[src/rtl/rf_op_seq.sv]
// Register-file initiator: read two operands, run one ALU op, write the result back.
// Optional define ALU_MUL_EN turns opcode 111 into a 16-cycle shift-add MUL; otherwise 111 is MOVB.
module rf_op_seq (
    input  logic        clk,
    input  logic        reset,
    input  logic        req_valid,
    output logic        req_ready,
    input  logic [2:0]  req_op,
    input  logic [2:0]  req_ra,
    input  logic [2:0]  req_rb,
    input  logic [2:0]  req_rd,
    output logic [2:0]  rd_addr_a,
    output logic [2:0]  rd_addr_b,
    input  logic [15:0] d_out_a,
    input  logic [15:0] d_out_b,
    output logic        wr,
    output logic [2:0]  wr_addr,
    output logic [15:0] d_in,
    output logic        done,
    output logic        flag_z,
    output logic        flag_c
);

    typedef enum logic [1:0] {IDLE, READ, EXEC, WB} state_t;

    state_t      state_reg, state_next;
    logic [2:0]  op_reg, rd_reg;
    logic [2:0]  rd_addr_a_reg, rd_addr_b_reg, wr_addr_reg;
    logic [15:0] opa_reg, opb_reg, d_in_reg;
    logic        wr_reg, carry_reg, flag_z_reg, flag_c_reg;
    logic        accept, exec_done;
    logic [15:0] alu_res;
    logic        alu_c;
    logic [16:0] add_sum;
    logic [15:0] shl_stage [5];
    logic [15:0] shr_stage [5];

    // Log shifters: stage gi shifts by 2**gi when bit gi of the amount is set.
    assign shl_stage[0] = opa_reg;
    assign shr_stage[0] = opa_reg;
    generate
        for (genvar gi = 0; gi < 4; gi++) begin : g_shift
            assign shl_stage[gi+1] = opb_reg[gi] ? (shl_stage[gi] << (2**gi)) : shl_stage[gi];
            assign shr_stage[gi+1] = opb_reg[gi] ? (shr_stage[gi] >> (2**gi)) : shr_stage[gi];
        end
    endgenerate

    assign add_sum = {1'b0, opa_reg} + {1'b0, opb_reg};

`ifdef ALU_MUL_EN
    logic [3:0]  mul_cnt_reg;
    logic [31:0] mul_acc_reg, mul_mcand_reg, mul_acc_next;
    logic [15:0] mul_mplier_reg;

    assign mul_acc_next = mul_acc_reg + (mul_mplier_reg[0] ? mul_mcand_reg : 32'd0);
    assign exec_done    = (op_reg != 3'b111) || (mul_cnt_reg == 4'd15);

    // One multiplier bit per EXEC cycle; operands are seeded while the file is being read.
    always_ff @(posedge clk) begin
        if (reset) begin
            mul_cnt_reg    <= '0;
            mul_acc_reg    <= '0;
            mul_mcand_reg  <= '0;
            mul_mplier_reg <= '0;
        end else if (state_reg == READ) begin
            mul_cnt_reg    <= '0;
            mul_acc_reg    <= '0;
            mul_mcand_reg  <= {16'd0, d_out_a};
            mul_mplier_reg <= d_out_b;
        end else if (state_reg == EXEC) begin
            mul_cnt_reg    <= mul_cnt_reg + 4'd1;
            mul_acc_reg    <= mul_acc_next;
            mul_mcand_reg  <= mul_mcand_reg << 1;
            mul_mplier_reg <= mul_mplier_reg >> 1;
        end
    end
`else
    assign exec_done = 1'b1;
`endif

    always_comb begin
        alu_res = '0;
        alu_c   = 1'b0;
        case (op_reg)
            3'b000: {alu_c, alu_res} = add_sum;
            3'b001: begin
                alu_res = opa_reg - opb_reg;
                alu_c   = opa_reg < opb_reg;
            end
            3'b010: alu_res = opa_reg & opb_reg;
            3'b011: alu_res = opa_reg | opb_reg;
            3'b100: alu_res = opa_reg ^ opb_reg;
            3'b101: alu_res = shl_stage[4];
            3'b110: alu_res = shr_stage[4];
            default: begin
`ifdef ALU_MUL_EN
                alu_res = mul_acc_next[15:0];
                alu_c   = |mul_acc_next[31:16];
`else
                alu_res = opb_reg;
`endif
            end
        endcase
    end

    // Ready is masked by reset so nothing is accepted on a reset cycle.
    assign req_ready = (state_reg == IDLE) && !reset;
    assign accept    = req_valid && req_ready;

    always_comb begin
        state_next = state_reg;
        case (state_reg)
            IDLE:    if (req_valid) state_next = READ;
            READ:    state_next = EXEC;
            EXEC:    if (exec_done) state_next = WB;
            WB:      state_next = IDLE;
            default: state_next = IDLE;
        endcase
    end

    always_ff @(posedge clk) begin
        if (reset) begin
            state_reg <= IDLE;
        end else begin
            state_reg <= state_next;
        end
    end

    always_ff @(posedge clk) begin
        if (reset) begin
            op_reg        <= '0;
            rd_reg        <= '0;
            rd_addr_a_reg <= '0;
            rd_addr_b_reg <= '0;
            wr_addr_reg   <= '0;
            opa_reg       <= '0;
            opb_reg       <= '0;
            d_in_reg      <= '0;
            wr_reg        <= 1'b0;
            carry_reg     <= 1'b0;
            flag_z_reg    <= 1'b0;
            flag_c_reg    <= 1'b0;
        end else begin
            wr_reg <= (state_reg == EXEC) && exec_done;
            if (accept) begin
                op_reg        <= req_op;
                rd_reg        <= req_rd;
                rd_addr_a_reg <= req_ra;
                rd_addr_b_reg <= req_rb;
            end
            if (state_reg == READ) begin
                opa_reg <= d_out_a;
                opb_reg <= d_out_b;
            end
            // Write-port values settle on entry to WB and then hold until the next op.
            if ((state_reg == EXEC) && exec_done) begin
                d_in_reg    <= alu_res;
                carry_reg   <= alu_c;
                wr_addr_reg <= rd_reg;
            end
            if (state_reg == WB) begin
                flag_z_reg <= (d_in_reg == 16'd0);
                flag_c_reg <= carry_reg;
            end
        end
    end

    // Gating with reset keeps a WB cycle that coincides with reset from writing.
    assign wr        = wr_reg && !reset;
    assign done      = wr;
    assign wr_addr   = wr_addr_reg;
    assign d_in      = d_in_reg;
    assign rd_addr_a = rd_addr_a_reg;
    assign rd_addr_b = rd_addr_b_reg;
    assign flag_z    = flag_z_reg;
    assign flag_c    = flag_c_reg;

endmodule

[config.mk]
export PLATFORM = sky130hd
export DESIGN_NAME = rf_op_seq
export DESIGN_NICKNAME = d
export VERILOG_FILES = /design/src/rtl/rf_op_seq.sv
export SDC_FILE = /design/constraint.sdc
export NUM_CORES = 1
export LEC_CHECK = 0
export CAP_MARGIN = 20
export CORE_ASPECT_RATIO = 0.9
export CORE_MARGIN = 3
export CORE_UTILIZATION = 46
export CTS_BUF_LIST = sky130_fd_sc_hd__clkbuf_16
export CTS_CLUSTER_DIAMETER = 30
export CTS_CLUSTER_SIZE = 28
export DETAILED_ROUTE_END_ITERATION = 10
export GPL_ROUTABILITY_DRIVEN = 1
export GPL_TIMING_DRIVEN = 0
export PLACE_DENSITY_LB_ADDON = 0.3
export SETUP_SLACK_MARGIN = 0.1
export SYNTH_ARGS = -nofsm -noshare
export SYNTH_HDL_FRONTEND = slang
export SYNTH_SLANG_ARGS = --single-unit
[constraint.sdc]
create_clock -name clk -period 4.9 [get_ports clk]
set_input_delay 0.49 -clock clk [delete_from_list [all_inputs] [get_ports clk]]
set_output_delay 0.49 -clock clk [all_outputs]
set_load 0.02 [all_outputs]
==> insert_results.sql <==
INSERT INTO impl_metrics (metric_group, metric, value, unit) VALUES
('finish', 'final_common_cell', 'nor2_1', ''),
('logic_synthesis', 'post-synth-top-area-fraction', '21.8', '%'),
('finish', 'fillCellCount', '1277', ''),
('placed_design', 'gpl.final_weighted_congestion', '1.05', ''),
('global_routing', 'pin_count_of_the_biggest_net_entering_global_routing', '14', ''),
('finish', 'seq_area', '1380', 'um^2'),
('outcome', 'status', 'finished clean', ''),
('drt', 'drt_first_iter_violations', '842', ''),
('worst_setup_path', 'crit_path_end_kind', 'flip-flop', ''),
('global_routing', 'globalRouteTotalUtil', '31.2', '%'),
('finish', 'diodes', '0', ''),
('sta', 'final_period_minus_worst_setup_slack', '3.92', 'ns'),
('logic_synthesis', 'cell_taking_the_most_area_after_synthesis', 'dfxtp_1', ''),
('logic_synthesis', 'synthesis.nets', '951', ''),
('pwr', 'clock_power_share', '17.0', '%'),
('pwr', 'int_pwr', '1.96', 'mW'),
('logic_synthesis', 'seq_area_frac_synth', '21.8', '%'),
('global_routing', 'first_global_vias', '6392', ''),
('cts', 'tritoncts', 'yes', ''),
('worst_setup_path', 'worst-path-max-fanout', '11', ''),
('pwr', 'total_switching_power', '1.88', 'mW'),
('worst_hold_path', 'hp_class', 'reg -> reg', ''),
('drt', 'wl', '23900', 'um'),
('cts', 'clock_tree.buffer_depth', '2', ''),
('die', 'num_io_pins', '77', ''),
('finish', 'ratio_of_cells_with_drive_above_1_in_the_final_layout', '4.80', '%'),
('sta', 'fin_skew', '0.00798', 'ns'),
('die', 'floorplan.die.height', '117', 'um'),
('sta', 'max_slew.worst_pin.slew', '0.963', 'ns'),
('die', 'core-area', '13400', 'um^2'),
('global_routing', 'grt_pass1_wl', '37000', 'um'),
('sta', 'setup_viol', '0', ''),
('die', 'placementRows', '40', ''),
('drt', 'drcViolationCount', '0', ''),
('pwr', 'cellPowerDensity', '505', 'nW/um^2'),
('finish', 'multi_input_comb_area', '4490', 'um^2'),
('placed_design', 'port_buffers', '75', ''),
('cts', 'clock_latency', '0.34', 'ns'),
('logic_synthesis', 'synth_cell_types', '68', ''),
('die', 'start_util', '47.3', '%'),
('cts', 'cts_resized', '0', ''),
('cts', 'cts_inserted_buffers', '9', ''),
('worst_setup_path', 'crit_path_start_kind', 'flip-flop', ''),
('cts', 'cts_sinks', '69', ''),
('sta', 'worst_case_headroom_to_the_max_slew_limit', '35.3', '%'),
('sta', 'timing_max_transition_violations_final', '0', ''),
('logic_synthesis', 'synth-warning-count', '0', ''),
('global_routing', 'antenna_found_initial', '0', ''),
('sta', 'totalNegativeSetupSlack', '0', 'ns'),
('drt', 'antenna_left', '0', ''),
('logic_synthesis', 'cell_area_after_synthesis', '6350', 'um^2'),
('job', 'max_cap_violations', '0', ''),
('finish', 'layout.nets', '1037', ''),
('finish', 'final_core_util', '56.7', '%'),
('pwr', 'comb_power_share', '60.3', '%'),
('logic_synthesis', 'post_synth_main_area_contributors', 'dfxtp_1 22%, ha_1 11%, mux2i_1 9.0%', ''),
('pwr', 'p_leak', '2.90', 'nW'),
('logic_synthesis', 'share_of_flip_flops_with_an_asynchronous_set_or_reset', '0', '%'),
('logic_synthesis', 'gate_count_post_synth', '847', ''),
('pwr', 'power.switching_fraction', '48.9', '%'),
('sta', 'grt_setup_unrepaired', 'no', ''),
('die', 'fp.dieW', '130', 'um'),
('cts', 'cts_max_level', '3', ''),
('drt', 'routed-via-count', '6912', ''),
('die', 'die-area', '15200', 'um^2'),
('drt', 'drtPass1Iterations', '7', ''),
('drt', 'viasPerCell', '6.25', ''),
('drt', 'post_drt_wl_per_cell', '21.6', 'um'),
('worst_setup_path', 'start_to_end_type_of_the_worst_setup_path', 'reg -> reg', ''),
('sta', 'final_hold_viol_count', '0', ''),
('worst_setup_path', 'timing.critical_path.arrival', '4.15', 'ns');
[power by group through the flow]
stage	Sequential [mW]	Clock, mW	Combinational [mW]
final	0.872	0.652	2.31
after floorplan	0.834	0	1.55
after detailed placement	0.871	0	2.23
after CTS	0.860	0.657	2.24
after global placement	0.869	0	2.23
after global routing	0.883	0.676	2.50
[final cells by class]
class	count	share of cell area, %
repair buffers	75	9.87
clock buffers	9	2.96
inverters	55	2.71
clock inverters	7	0.954
well taps	168	2.76
multi-input cells	659	59.0
flip-flops and latches	69	18.2
plain buffers	64	3.52
[logic make-up after synthesis]
logic type,synth area share (%)
simple gates,19.6
fa+ha+maj,11.5
xor+xnor,0.690
mux,12.1
buf+inv,7.47
flops,21.8
compound gates,26.9
[layer usage]
metal | global-route usage [%] | share of wire [%] | vias up
met3 | 5.74 | 11 | 46
li1 | - | - | 3218
met2 | 43.3 | 41 | 381
met5 | 0 | 0 | -
met4 | 11.1 | 2.9 | 0
met1 | 47.5 | 45 | 3267
[synth_stat cells, types with 4 or more instances]
library cell and n:
o31ai_1 7, or3_1 4, nor3_1 23, a211o_1 5, dfxtp_1 69, o211ai_1 12, o21bai_1 4, a221oi_1 11
o21ai_0 60, o22ai_1 7, a21oi_1 73, nor4_1 4, a211oi_1 12, a31oi_1 9, buf_1 10, and2_1 4
mux4_2 5, nor2_1 107, clkbuf_1 41, nor2b_1 12, a2111oi_0 4, inv_1 53, a21o_1 14, ha_1 55
buf_2 10, nand2b_1 23, nand3_1 12, o221ai_1 10, nand2_1 59, mux2i_1 57, o21a_1 4
[stage by stage]
step	area, um^2	hold slack (ns)	power [mW]	setup WS [ns]	std cells
final	7600	0.472	3.84	0.980	1106
after global routing	7600	0.501	4.06	0.701	1106
after CTS	7600	0.476	3.76	1.09	1106
after detailed placement	7310	0.469	3.10	1.13	1090
after global placement	7310	0.458	3.10	1.07	1090
after floorplan	6350	0.449	2.38	1.88	847
[critical path, stage by stage (launching register included)]
cell	delay, ns
dfxtp_1	0.56
buf_2	0.35
inv_1	0.15
buf_2	0.23
buf_1	0.30
ha_1	0.34
a21oi_1	0.32
a21oi_1	0.23
a311oi_1	0.63
o2111ai_1	0.25
o21ai_0	0.20
a21oi_1	0.06
o21a_1	0.19
[final timing paths]
check                     startpoint                     to  slack, ns  cells after the start
max          opb_reg[0]$_SDFFE_PP0N_  d_in[14]$_SDFFE_PP0P_       0.98                     12
max reg2reg  opb_reg[0]$_SDFFE_PP0N_  d_in[14]$_SDFFE_PP0P_       0.98                     12
min reg2reg      flag_z$_SDFFE_PP0N_    flag_z$_SDFFE_PP0N_       0.47                      2
min              flag_z$_SDFFE_PP0N_    flag_z$_SDFFE_PP0N_       0.47                      2
No activity file was read; power rests on OpenSTA's default activity.
